### config.mk
export PLATFORM = sky130hd
export DESIGN_NAME = inst_fetch_flat
export DESIGN_NICKNAME = d
export VERILOG_FILES = /design/src/rtl/inst_fetch_if.sv /design/src/rtl/inst_fetch.sv /design/src/flat_wrapper.sv
export SDC_FILE = /design/constraint.sdc
export NUM_CORES = 1
export LEC_CHECK = 0
export BUFFER_PORTS_ARGS = -buffer_cell sky130_fd_sc_hd__buf_2
export CAP_MARGIN = 20
export CORE_UTILIZATION = 31
export DETAILED_ROUTE_END_ITERATION = 10
export GPL_ROUTABILITY_DRIVEN = 0
export MAX_ROUTING_LAYER = met4
export PLACE_DENSITY = 0.58
export SLEW_MARGIN = 10
export SYNTH_ARGS = -nofsm -noshare
export SYNTH_HDL_FRONTEND = slang
export SYNTH_SLANG_ARGS = --single-unit
export TNS_END_PERCENT = 30
### constraint.sdc
create_clock -name clk -period 3.29 [get_ports clk]
set_input_delay 0.329 -clock clk [delete_from_list [all_inputs] [get_ports clk]]
set_output_delay 0.329 -clock clk [all_outputs]
set_load 0.05 [all_outputs]
### src/rtl/inst_fetch_if.sv
// Byte-wide instruction memory port between the fetch stage (master) and memory (slave).
interface inst_fetch_if;
  logic        mem_rd_o;
  logic [31:0] mem_addr_o;
  logic        mem_gnt_i;
  logic [7:0]  mem_din_i;

  modport master (
    output mem_rd_o,
    output mem_addr_o,
    input  mem_gnt_i,
    input  mem_din_i
  );

  modport slave (
    input  mem_rd_o,
    input  mem_addr_o,
    output mem_gnt_i,
    output mem_din_i
  );
endinterface

### src/rtl/inst_fetch.sv
// Instruction fetch: four byte reads per instruction, big-endian assembly, stall hold
// and branch redirect with discard of in-flight bytes.
module inst_fetch #(
  parameter logic [31:0] RESET_PC = 32'h0000_0000
) (
  input  logic               clk,
  input  logic               rst,
  input  logic               stall_i,
  input  logic               branch_flag_i,
  input  logic [31:0]        branch_target_i,
  inst_fetch_if.master       mem,
  output logic [31:0]        if_pc,
  output logic [31:0]        if_inst,
  output logic               if_valid
);

  typedef enum logic {S_FETCH, S_HOLD} state_t;

  state_t      state, state_nxt;
  logic [31:0] fetch_pc, fetch_pc_nxt;
  logic [2:0]  req_cnt, req_cnt_nxt;
  logic [2:0]  rcv_cnt, rcv_cnt_nxt;
  logic        pend, pend_nxt;
  logic [23:0] byte_buf, byte_buf_nxt;
  logic [31:0] if_pc_nxt, if_inst_nxt;
  logic        if_valid_nxt;

  logic        req_en;
  logic        gnt_ok;
  logic [31:0] req_addr;

  assign req_en   = (state == S_FETCH) && (req_cnt < 3'd4);
  assign req_addr = fetch_pc + {29'd0, req_cnt};
  assign gnt_ok   = req_en && mem.mem_gnt_i;

  // Gated by rst so the bus goes quiet the moment reset asserts, not at the next edge.
  assign mem.mem_rd_o   = rst && req_en;
  assign mem.mem_addr_o = (rst && req_en) ? req_addr : 32'd0;

  always_comb begin
    state_nxt    = state;
    fetch_pc_nxt = fetch_pc;
    req_cnt_nxt  = req_cnt;
    rcv_cnt_nxt  = rcv_cnt;
    pend_nxt     = pend;
    byte_buf_nxt = byte_buf;
    if_pc_nxt    = if_pc;
    if_inst_nxt  = if_inst;
    if_valid_nxt = if_valid;

    if (branch_flag_i) begin
      // Clearing pend drops the byte returning next cycle; zeroed counters drop this cycle's grant.
      fetch_pc_nxt = branch_target_i;
      req_cnt_nxt  = 3'd0;
      rcv_cnt_nxt  = 3'd0;
      pend_nxt     = 1'b0;
      if_valid_nxt = 1'b0;
      state_nxt    = S_FETCH;
    end else begin
      case (state)
        S_FETCH: begin
          if (gnt_ok) req_cnt_nxt = req_cnt + 3'd1;
          pend_nxt = gnt_ok;
          if (pend) begin
            rcv_cnt_nxt = rcv_cnt + 3'd1;
            case (rcv_cnt)
              3'd0: byte_buf_nxt[23:16] = mem.mem_din_i;
              3'd1: byte_buf_nxt[15:8]  = mem.mem_din_i;
              3'd2: byte_buf_nxt[7:0]   = mem.mem_din_i;
              3'd3: begin
                if_inst_nxt  = {byte_buf, mem.mem_din_i};
                if_pc_nxt    = fetch_pc;
                if_valid_nxt = 1'b1;
                state_nxt    = S_HOLD;
              end
              default: ;
            endcase
          end
        end
        S_HOLD: begin
          pend_nxt = 1'b0;
          if (!stall_i) begin
            fetch_pc_nxt = fetch_pc + 32'd4;
            req_cnt_nxt  = 3'd0;
            rcv_cnt_nxt  = 3'd0;
            if_valid_nxt = 1'b0;
            state_nxt    = S_FETCH;
          end
        end
        default: state_nxt = S_FETCH;
      endcase
    end
  end

  always_ff @(posedge clk or negedge rst) begin
    if (!rst) begin
      state    <= S_FETCH;
      fetch_pc <= RESET_PC;
      req_cnt  <= 3'd0;
      rcv_cnt  <= 3'd0;
      pend     <= 1'b0;
      byte_buf <= 24'd0;
      if_pc    <= 32'd0;
      if_inst  <= 32'd0;
      if_valid <= 1'b0;
    end else begin
      state    <= state_nxt;
      fetch_pc <= fetch_pc_nxt;
      req_cnt  <= req_cnt_nxt;
      rcv_cnt  <= rcv_cnt_nxt;
      pend     <= pend_nxt;
      byte_buf <= byte_buf_nxt;
      if_pc    <= if_pc_nxt;
      if_inst  <= if_inst_nxt;
      if_valid <= if_valid_nxt;
    end
  end

endmodule

### src/flat_wrapper.sv
// flat-port wrapper written by rule: the top's interface ports become plain ports
module inst_fetch_flat 
#(
  parameter logic [31:0] RESET_PC = 32'h0000_0000
)
  (clk, rst, stall_i, branch_flag_i, branch_target_i, if_pc, if_inst, if_valid, mem_mem_rd_o, mem_mem_addr_o, mem_mem_gnt_i, mem_mem_din_i);
  inst_fetch_if mem_i ();
  input  logic clk;
  input  logic rst;
  input  logic stall_i;
  input  logic branch_flag_i;
  input  logic [31:0] branch_target_i;
  output logic [31:0] if_pc;
  output logic [31:0] if_inst;
  output logic if_valid;
  output wire logic [$bits(mem_i.mem_rd_o)-1:0] mem_mem_rd_o;
  output wire logic [$bits(mem_i.mem_addr_o)-1:0] mem_mem_addr_o;
  input wire logic [$bits(mem_i.mem_gnt_i)-1:0] mem_mem_gnt_i;
  input wire logic [$bits(mem_i.mem_din_i)-1:0] mem_mem_din_i;
  assign mem_mem_rd_o = mem_i.mem_rd_o;
  assign mem_mem_addr_o = mem_i.mem_addr_o;
  assign mem_i.mem_gnt_i = mem_mem_gnt_i;
  assign mem_i.mem_din_i = mem_mem_din_i;
  inst_fetch #(.RESET_PC(RESET_PC)) u_core (.clk(clk), .rst(rst), .stall_i(stall_i), .branch_flag_i(branch_flag_i), .branch_target_i(branch_target_i), .mem(mem_i), .if_pc(if_pc), .if_inst(if_inst), .if_valid(if_valid));
endmodule
== After elaboration in Yosys (flattened, before gate mapping) ==
Index checks and enable logic that the tools add are counted.

* Add/sub/neg operators: 4
* $lt $le $gt $ge: 1
* Equality and inequality tests: 8
* Multiplexer cells: 23
* Bitwise gates (word level): 2
* Reduce and logical (&&, ||, !) cells: 13

{| class="wikitable"
|+ Operators by type and width
! operator !! number
|-
| $mux W32 || 4
|-
| $add A32 B3 Y32 || 1
|-
| $add A32 B3 Y32 const B || 1
|-
| $reduce_and A4 Y1 || 4
|-
| $mux W3 || 5
|-
| $pmux W3 S2 || 2
|-
| $mux W1 || 9
|-
| $add A3 B1 Y3 const B || 2
|-
| $eq A3 B2 Y1 const B || 2
|-
| $ne A3 B2 Y1 const B || 2
|-
| $ne A3 B3 Y1 const B || 2
|-
| $pmux W1 S2 || 3
|-
| $reduce_and A2 Y1 || 3
|-
| $eq A3 B1 Y1 const B || 1
|-
| $logic_and A1 B1 Y1 || 3
|-
| $logic_not A3 Y1 || 1
|-
| $lt A3 B3 Y1 const B || 1
|-
| $reduce_and A3 Y1 || 1
|-
| $ne A2 B1 Y1 const B || 1
|-
| $not A1 Y1 || 2
|-
| $reduce_bool A2 Y1 || 1
|}

* Flip-flop bits (word level): 129
* Input bits: 45

== Logic depth before layout (Yosys ltp) ==
Gate-level depths: netlist of the first run.

* Depth in word-level cells: 6
* Depth in mapped cells: 8

== Worst setup path before layout of the first run ==
No wires, ideal clock.

* Path type: reg-to-output
* Start: reg u_core.fetch_pc[2]
* End: out mem_mem_addr_o[25]
* Data arrival time: 2923 ps
* Required time: 2961 ps
* Setup slack: 38 ps
* Stages on the path, launching flop included: 5
* Path buffers: 0
* Path through: dfrtp_1 ha_1 nand3_1 a211o_1 o41ai_1

* Word-level cells in the longest chain between the ends: 2

{| class="wikitable"
|+ RTL lines
! what !! line !! RTL
|-
| from (decl) || inst_fetch.sv:20 || <nowiki>logic [31:0] fetch_pc, fetch_pc_nxt;</nowiki>
|-
| from (signal assigned) || inst_fetch.sv:108 || <nowiki>fetch_pc <= fetch_pc_nxt;</nowiki>
|-
| $add A32 B3 Y32 || inst_fetch.sv:33 || <nowiki>assign req_addr = fetch_pc + {29'd0, req_cnt};</nowiki>
|-
| $mux W32 || inst_fetch.sv:38 || <nowiki>assign mem.mem_addr_o = (rst && req_en) ? req_addr : 32'd0;</nowiki>
|-
| to (decl) || flat_wrapper.sv:17 || <nowiki>output wire logic [$bits(mem_i.mem_addr_o)-1:0] mem_mem_addr_o;</nowiki>
|}

No other way between the ends.

== Final worst setup path of the first run ==
* Start: reg u_core.fetch_pc[2]
* End: out mem_mem_addr_o[23]

The elaborated chain is that of the path after synthesis.

==> impl_metrics.toml, run 1 <==
[run_status]
outcome = "completed"

[timing]
worst_slack_ps = 143
fin_crit_sh = 0.956
fin_crit_ps = 3150
finalSetupViolations = 0
setup_tns_ps = 0
clock.fmax_mhz = 318
slew_headroom = 0.389
report.final.slew_viol_count = 0
finalHoldViolCount = 0
rsz0062_at_grt = "false"
tightest_slew_ps = 917
clock_skew_ps = 6.41

[global_routing]
overflow = 0
grt_max_degree = 73
grt_pass1_wl_um = 28900
track_usage = 0.181
grt_pass1_vias = 5115
antenna_found_initial = 0

[route]
avgRoutedWirePerCell_um = 17.9
drc_errors = 0
vias = 5190
first_iter_violations = 274
drtAntennaViolNets = 0
dr.pass1.iters = 5
viasPerCell = 5.14
wirelength_um = 18100

[finish]
nets = 783
fillers = 2040
n_antenna_cell = 0
layout-drive-gt1-share = 0.407
area_growth_pct = 25.8
post_layout_nonfiller_instances = 1010

[placement]
numPortBuffers = 142
pre_cts_slack_ps = 331
hpwlAfterDp_um = 12800
place_inst = 971

[floorplan]
core-area_mm2 = 0.0204
rows = 52
die_height_um = 147
start_util = 0.318
die_area_mm2 = 0.0216
fp.dieW_um = 147
boundaryPins = 143

[setup_path]
cp-end-kind = "output pin"
path_max_fanout = 8
worstPathRequired_ps = 2960
worstPathArrival_ps = 2820
path_class = "register to output pin"
setup.worst_path.start_class = "register"

[synthesis]
synthTopCellsByArea = "dfrtp_1, mux2_2, o21ai_0"
syn-num-nets = 642
synth.top_cell.area_share = 0.496
syn_area_mm2 = 0.00650
synthArstFlopShare = 1.00
synth-main-ff-cell = "dfrtp_1"
synthCells = 586
synth_most_common_cell = "dfrtp_1"
syn_avg_cell_area_um2 = 11.1
ys_ff_latch = 129
synth_top_cell_by_area = "dfrtp_1"
synth_edf_count = 0
ys_types = 55
yosys_warnings = 0
seq_area_frac_synth = 0.496
yosys-top-cells-count = "dfrtp_1, mux2_2, nand2_1"

[power_and_ir_drop]
power_density_mw_per_mm2 = 543
ir_drop_uv = 333
p_leak_nw = 3.83

[cts]
clk_path_buf_depth = 2
clock_latency_ps = 430
tritoncts = "done"
root_buffer = "clkbuf_16"
clock_sinks = 129
numCtsBuffers = 17
htree_levels = 4
clk_pin_slew_ps = 70

[run]
max-cap-violations = 0

[worst_hold_path]
hold_path.class = "primary input to async pin"
critical path, cell delays in order, from the launching register on:
cell and delay (ps):
dfrtp_1 460, ha_4 330, nand3_2 170, a2111o_1 520, buf_2 210, or3_1 310
a21oi_1 170, buf_4 220
per-layer routing:
layer	part of all wire	up-vias	wire [µm]	track usage
li1	-	2437	-	-
met3	0.042	29	764	0.0382
met2	0.48	130	8620	0.278
met5	0	-	0	-
met4	0.025	0	448	0.0714
met1	0.46	2594	8280	0.233
power breakdown:
group | total (W) | internal, W | switching, W
logic | 0.000610 | 0.000210 | 0.000400
clock network | 0.00202 | 0.00117 | 0.000844
registers | 0.00182 | 0.00170 | 0.000119
worst paths after layout:
| check | depth (start not counted) | slack (ps) | endpoint | startpoint |
|---|---|---|---|---|
| max | 7 | 140 | mem_mem_addr_o[23] | u_core.fetch_pc[2]$_DFFE_PN0P_ |
| min | 2 | 90 | u_core.if_pc[26]$_DFFE_PN0P_ | rst |
| max reg2reg | 6 | 1020 | u_core.fetch_pc[30]$_DFFE_PN0P_ | u_core.fetch_pc[3]$_DFFE_PN0P_ |
| min reg2reg | 1 | 500 | u_core.if_inst[4]$_DFFE_PN0P_ | u_core.if_inst[4]$_DFFE_PN0P_ |
| max in group asynchronous | 3 | 1780 | u_core.byte_buf[12]$_DFFE_PN0P_ | rst |
| min in group clk | 3 | 110 | u_core.fetch_pc[12]$_DFFE_PN0P_ | branch_target_i[12] |
what timing repair did:
action,in CTS,in global routing
setup buffers,4,3
pin swaps,1,1
gates cloned,0,0
hold buffers,0,0
gates resized for setup,12,9
setup endpoints to repair,9,18
final cells by class:
| cell class | instances | area (µm²) | area share |
|---|---|---|---|
| clock inverter | 15 | 201 | 0.0246 |
| inverter | 10 | 37.5 | 0.00459 |
| sequential | 129 | 3230 | 0.394 |
| clock buffer | 17 | 425 | 0.0520 |
| multi-input combinational | 406 | 3050 | 0.372 |
| tap | 270 | 338 | 0.0413 |
| timing repair buffer | 163 | 907 | 0.111 |
metrics by stage:
step	instance area, µm²	hold slack [ps]	utilization	power [W]
5_1_grt	8180	108	0.401	0.00463
3_3_place_gp	7440	481	0.364	0.00244
6_report	8180	86.3	0.401	0.00445
4_1_cts	8130	98.0	0.398	0.00449
2_1_floorplan	6500	33.4	-	0.00224
3_5_place_dp	7440	488	0.364	0.00244
cell usage in the layout (no fill, tap or decap), types with 12 or more instances in the layout:
cell type and instances:
clkbuf_16 17, or4_1 18, nand2_1 41, mux2_2 89, a31oi_1 14, buf_2 133
dfrtp_1 129, buf_4 28, nor2_1 37, a21oi_1 24, o31ai_1 15, o21ai_0 32
or3_1 15, xor2_1 12
cell families (layout without fill, tap and decap cells):
kind of cell               Yosys count  in the layout  share of synthesized area
and+or+nand+nor                    177            177                      0.152
xor gates and xnor gates            23             23                     0.0310
adders and majority gates           11             11                     0.0223
DFF                                129            129                      0.496
AOI/OAI and AO/OA                  105            105                     0.0997
muxes                               90             90                      0.156
buffers and inverters               51            205                     0.0431
sequential cells by signal, indices dropped and copies added (netlist names):
name             count
u_core.if_pc        32
u_core.state         1
u_core.if_inst      32
u_core.rcv_cnt       3
u_core.if_valid      1
u_core.pend          1
u_core.byte_buf     24
u_core.req_cnt       3
u_core.fetch_pc     32
Power figures use the tool's default switching activity.
==> run 2: changes to the inputs <==
Settings changed: ABC_AREA set to 1, PLACE_DENSITY 0.58 to 0.57.
==> impl_metrics.toml, run 2 <==
[floorplan]
core-area_mm2 = 0.0212
rows = 53
start_util = 0.318
boundaryPins = 143
die_area_mm2 = 0.0223
die_height_um = 149
fp.dieW_um = 149

[timing]
tightest_slew_ps = 829
clock.fmax_mhz = 315
fin_crit_sh = 0.965
rsz0062_at_grt = "true"
finalHoldViolCount = 0
slew_headroom = 0.447
clock_skew_ps = 7.23
fin_crit_ps = 3180
hold_slack_ps = 31.6
finalSetupViolations = 0
report.final.slew_viol_count = 0
worst_slack_ps = 114

[global_routing]
grt_pass1_vias = 5776
track_usage = 0.197
antenna_found_initial = 0
overflow = 0
grt_max_degree = 130
grt_pass1_wl_um = 32100

[placement]
pre_cts_slack_ps = 543
numPortBuffers = 142
hpwlAfterDp_um = 15000
place_area_mm2 = 0.00773

[cts]
clock_sinks = 129
clock_latency_ps = 420
postCtsResizedCells = 0
numCtsBuffers = 17
clk_pin_slew_ps = 60
htree_levels = 4
ctsHoldBuffers = 0
tritoncts = "done"
root_buffer = "clkbuf_16"
clk_path_buf_depth = 2
postCtsSetupBuffers = 0

[synthesis]
syn_area_mm2 = 0.00673
seq_area_frac_synth = 0.480
synth_compound_area_frac = 0.121
synth_top_cell_by_area = "dfrtp_1"
syn-num-nets = 934
ys_types = 27
yosys.area_share.xor_xnor = 0.00390
synthTopCellsByArea = "dfrtp_1, nand2_1, o21ai_0"
synthCells = 878
yosys-top-cells-count = "nand2_1, dfrtp_1, o21ai_0"
synth_most_common_cell = "nand2_1"
synth-main-ff-cell = "dfrtp_1"
synth_fa_ha_area_frac = 0.0216
ys_ff_latch = 129
synth_top_family_by_area = "simple AND/OR/NAND/NOR gates"
synth.top_cell.area_share = 0.480
syn_avg_cell_area_um2 = 7.67
synth_edf_count = 0
yosys_warnings = 0
synthArstFlopShare = 1.00
synthMuxAreaShare = 0.0402
synth-simple-area-share = 0.268

[setup_path]
worstPathRequired_ps = 2960
worstPathArrival_ps = 2850
setup.worst_path.start_class = "register"
path_max_fanout = 4
r2r_slack_ps = 1250
path_class = "register to output pin"
cp-end-kind = "output pin"

[finish]
layout-drive-gt1-share = 0.220
fin_area_mm2 = 0.00834
n_antenna_cell = 0
top_regs = "u_core.fetch_pc (32), u_core.if_inst (32), u_core.if_pc (32)"
final_cell_mix = "nand2_1, buf_2, dfrtp_1"
fillers = 2198
fin_util = 0.394
area_growth_pct = 23.9
layout_commonest_cell = "nand2_1"
nets = 1071

[run_status]
outcome = "completed"

[power_and_ir_drop]
power.total_w = 0.00455
ir_drop_uv = 337
power_density_mw_per_mm2 = 545
p_leak_nw = 4.31

[run]
max-cap-violations = 0

[route]
viasPerCell = 4.83
avgRoutedWirePerCell_um = 15.6
first_iter_violations = 485
wirelength_um = 20300
drc_errors = 0
drtAntennaViolNets = 0
vias = 6291
dr.pass1.iters = 6

[worst_hold_path]
hold_path.class = "primary input to async pin"
run 2: worst max-delay path: stages (launching register included):
cell and delay (ps):
dfrtp_1 370, ha_1 220, inv_1 80, fa_1 410
inv_1 90, nand2_1 60, nand2_1 100, nand2_1 120
nor2_1 190, o21ai_0 100, a31oi_1 370, clkbuf_4 330
run 2: metrics by stage:
step	setup TNS [ps]	std cells
final	0	1303
after global routing	-99.2	1303
after CTS	0	1303
after detailed placement	0	1271
after global placement	0	1271
after floorplan	0	878
run 2: kinds of logic after synthesis:
| group | after synthesis |
|---|---|
| AND/OR/NAND/NOR | 438 |
| AO/OA/AOI/OAI | 158 |
| flip-flops | 129 |
| buffers and inverters | 115 |
| multiplexers | 24 |
| adder cells (fa/ha/maj) | 11 |
| XOR/XNOR | 3 |
run 2: worst paths after layout:
path	cells past startpoint	start	endpoint
worst min register to register	2	u_core.if_valid$_DFFE_PN0P_	u_core.if_valid$_DFFE_PN0P_
min in group clk	3	branch_target_i[1]	u_core.fetch_pc[1]$_DFFE_PN0P_
worst max-delay path	11	u_core.req_cnt[0]$_DFFE_PN0P_	mem_mem_addr_o[12]
worst min-delay path	2	rst	u_core.byte_buf[5]$_DFFE_PN0P_
max in group asynchronous	2	rst	u_core.if_pc[23]$_DFFE_PN0P_
worst max register to register	10	u_core.fetch_pc[2]$_DFFE_PN0P_	u_core.fetch_pc[28]$_DFFE_PN0P_
run 2: final cells by class:
class	count	area, µm²	area share
multi-input cells	634	3080	0.369
inverters	85	319	0.0383
clock buffers	19	453	0.0543
clock inverters	13	128	0.0153
well taps	275	344	0.0413
flip-flops and latches	129	3230	0.387
repair buffers	148	788	0.0946
run 2: where the power goes:
group | leakage, nW | total [W] | switching (W) | internal, W
combinational | 2.32 | 0.000819 | 0.000602 | 0.000218
clock | 0.283 | 0.00186 | 0.000770 | 0.00109
sequential | 1.71 | 0.00186 | 0.000136 | 0.00173
run 2: metal layers:
metal  up-vias  wire (µm)  part of all wire  global-route usage
li1       3113          -                 -                   -
met1      2917       9530              0.47               0.267
met2       235       9220              0.45               0.298
met3        26       1330             0.065              0.0394
met4         0        271             0.013              0.0531
met5         -          0                 0                   -
==> run 3: changes to the inputs <==
--- a/config.mk
+++ b/config.mk
@@ -14,4 +14,3 @@
 export MAX_ROUTING_LAYER = met4
-export PLACE_DENSITY = 0.57
-export SLEW_MARGIN = 10
+export SLEW_MARGIN = 20
 export SYNTH_ARGS = -nofsm -noshare
--- a/constraint.sdc
+++ b/constraint.sdc
@@ -3,2 +3,2 @@
 set_output_delay 0.329 -clock clk [all_outputs]
-set_load 0.05 [all_outputs]
+set_load 0.02 [all_outputs]
==> impl_metrics.toml, run 3 (synthesis results as in run 2) <==
[global_routing]
grt_max_degree = 75
overflow = 0
antenna_found_initial = 0
grt_pass1_vias = 5824
track_usage = 0.197
grt_pass1_wl_um = 32300

[setup_path]
reg2reg_depth = 7
path_class = "register to output pin"
timing.rr.start = "u_core.rcv_cnt[0]$_DFFE_PN0P_"
r2r_slack_ps = 1080
setup.worst_path.start_class = "register"
worstPathArrival_ps = 2710
path_max_fanout = 4
worstPathRequired_ps = 2960
cp-end-kind = "output pin"
reg2reg_to = "u_core.if_pc[30]$_DFFE_PN0P_"

[route]
routedLengthMet1_um = 9770
dr_wl_met3_um = 1100
dr_wl_met2_um = 9360
first_iter_violations = 402
dr.pass1.iters = 5
top_layer_used = "met4"
drtAntennaViolNets = 0
avgRoutedWirePerCell_um = 15.8
viasPerCell = 4.81
drc_errors = 0
wirelength_um = 20600
vias = 6260

[floorplan]
die_area_mm2 = 0.0223
boundaryPins = 143
core-area_mm2 = 0.0212
start_util = 0.318
rows = 53
die_height_um = 149
fp.dieW_um = 149

[power_and_ir_drop]
pwr-share-comb = 0.159
p_leak_nw = 4.27
internal_power_w = 0.00292
p_clk_frac = 0.404
sw_frac_of_total = 0.316
power_density_mw_per_mm2 = 517
ir_drop_uv = 264
power_frac_seq = 0.437
p_sw_w = 0.00135

[cts]
numCtsBuffers = 17
clock_latency_ps = 420
ctsHoldBuffers = 0
clock_sinks = 129
tritoncts = "done"
root_buffer = "clkbuf_16"
clk_path_buf_depth = 2
clk_pin_slew_ps = 60
htree_levels = 4

[finish]
fillers = 2240
layout-drive-gt1-share = 0.216
multi_input_area_mm2 = 0.00307
top_regs = "u_core.fetch_pc (32), u_core.if_inst (32), u_core.if_pc (32)"
area_growth_pct = 22.6
final_cell_mix = "nand2_1, buf_2, dfrtp_1"
seq_area_mm2 = 0.00323
nets = 1071
n_antenna_cell = 0
layout_commonest_cell = "nand2_1"

[worst_hold_path]
hold_path.class = "primary input to async pin"

[timing]
worst_slack_ps = 250
slew_headroom = 0.370
tightest_slew_ps = 946
fin_crit_sh = 0.924
hold_slack_ps = 94.7
report.final.slew_viol_count = 0
finalHoldViolCount = 0
clock_skew_ps = 7.85
fin_crit_ps = 3040
clock.fmax_mhz = 329
finalSetupViolations = 0

[placement]
hpwlAfterDp_um = 15100
numPortBuffers = 142
pre_cts_slack_ps = 663

[run]
max-cap-violations = 0

[run_status]
outcome = "completed"
run 3: cell types whose count changed in the layout (fill, tap and decap cells not counted), moves of 2 or more:
cell / before / now
buf_6: 2 / 0
buf_2: 137 / 141
inv_6: 4 / 1
clkinvlp_4: 2 / 4
run 3: worst max-delay path by stage:
stage / from / cells past startpoint / endpoint
finish: u_core.req_cnt[0]$_DFFE_PN0P_ / 13 / mem_mem_addr_o[14]
global route: u_core.req_cnt[0]$_DFFE_PN0P_ / 13 / mem_mem_addr_o[18]
CTS: u_core.req_cnt[0]$_DFFE_PN0P_ / 11 / mem_mem_addr_o[24]
detailed placement: u_core.req_cnt[0]$_DFFE_PN0P_ / 11 / mem_mem_addr_o[24]
global placement: u_core.req_cnt[0]$_DFFE_PN0P_ / 11 / mem_mem_addr_o[24]
floorplan: u_core.req_cnt[0]$_DFFE_PN0P_ / 10 / mem_mem_addr_o[24]
run 3: layer usage:
layer / vias to the layer above / track usage
li1: 3101 / -
met1: 2913 / 0.266
met2: 216 / 0.301
met3: 30 / 0.0355
met4: 0 / 0.0551
met5: - / -
run 3: final cells by class:
cell class,count,area share
multi-input combinational,634,0.372
clock inverter,12,0.0108
tap,275,0.0417
sequential,129,0.391
clock buffer,19,0.0537
inverter,85,0.0387
timing repair buffer,148,0.0919
run 3: critical path: stages, from the launching register on:
cell	delay, ps
dfrtp_1	380
ha_1	210
inv_1	80
fa_1	410
inv_1	90
nand2_1	60
nand2_1	90
nand2_1	110
inv_1	110
nand2_1	160
nor2_2	180
o21ai_0	120
nor2_1	120
buf_2	170
run 3: what timing repair did:
| action | 4_1_cts | 5_1_grt |
|---|---|---|
| setup buffers | 0 | 0 |
| gates resized for setup | 0 | 1 |
| setup endpoints to repair | 0 | 2 |
run 3: power by group through the flow:
stage	Sequential [W]	Clock, W	Combinational [W]
2_1_floorplan	0.00187	0	0.000417
3_3_place_gp	0.00188	0	0.000672
3_5_place_dp	0.00189	0	0.000681
4_1_cts	0.00186	0.00175	0.000684
5_1_grt	0.00189	0.00182	0.000769
6_report	0.00186	0.00172	0.000680
run 3: metrics by stage:
step	setup TNS, ps	cells	total power [W]	utilization	area, µm²
floorplan	0	878	0.00228	-	6730
global placement	0	1271	0.00255	0.365	7720
detailed placement	0	1271	0.00257	0.365	7720
CTS	0	1302	0.00429	0.390	8250
global route	-17.7	1302	0.00448	0.390	8250
finish	0	1302	0.00427	0.390	8250
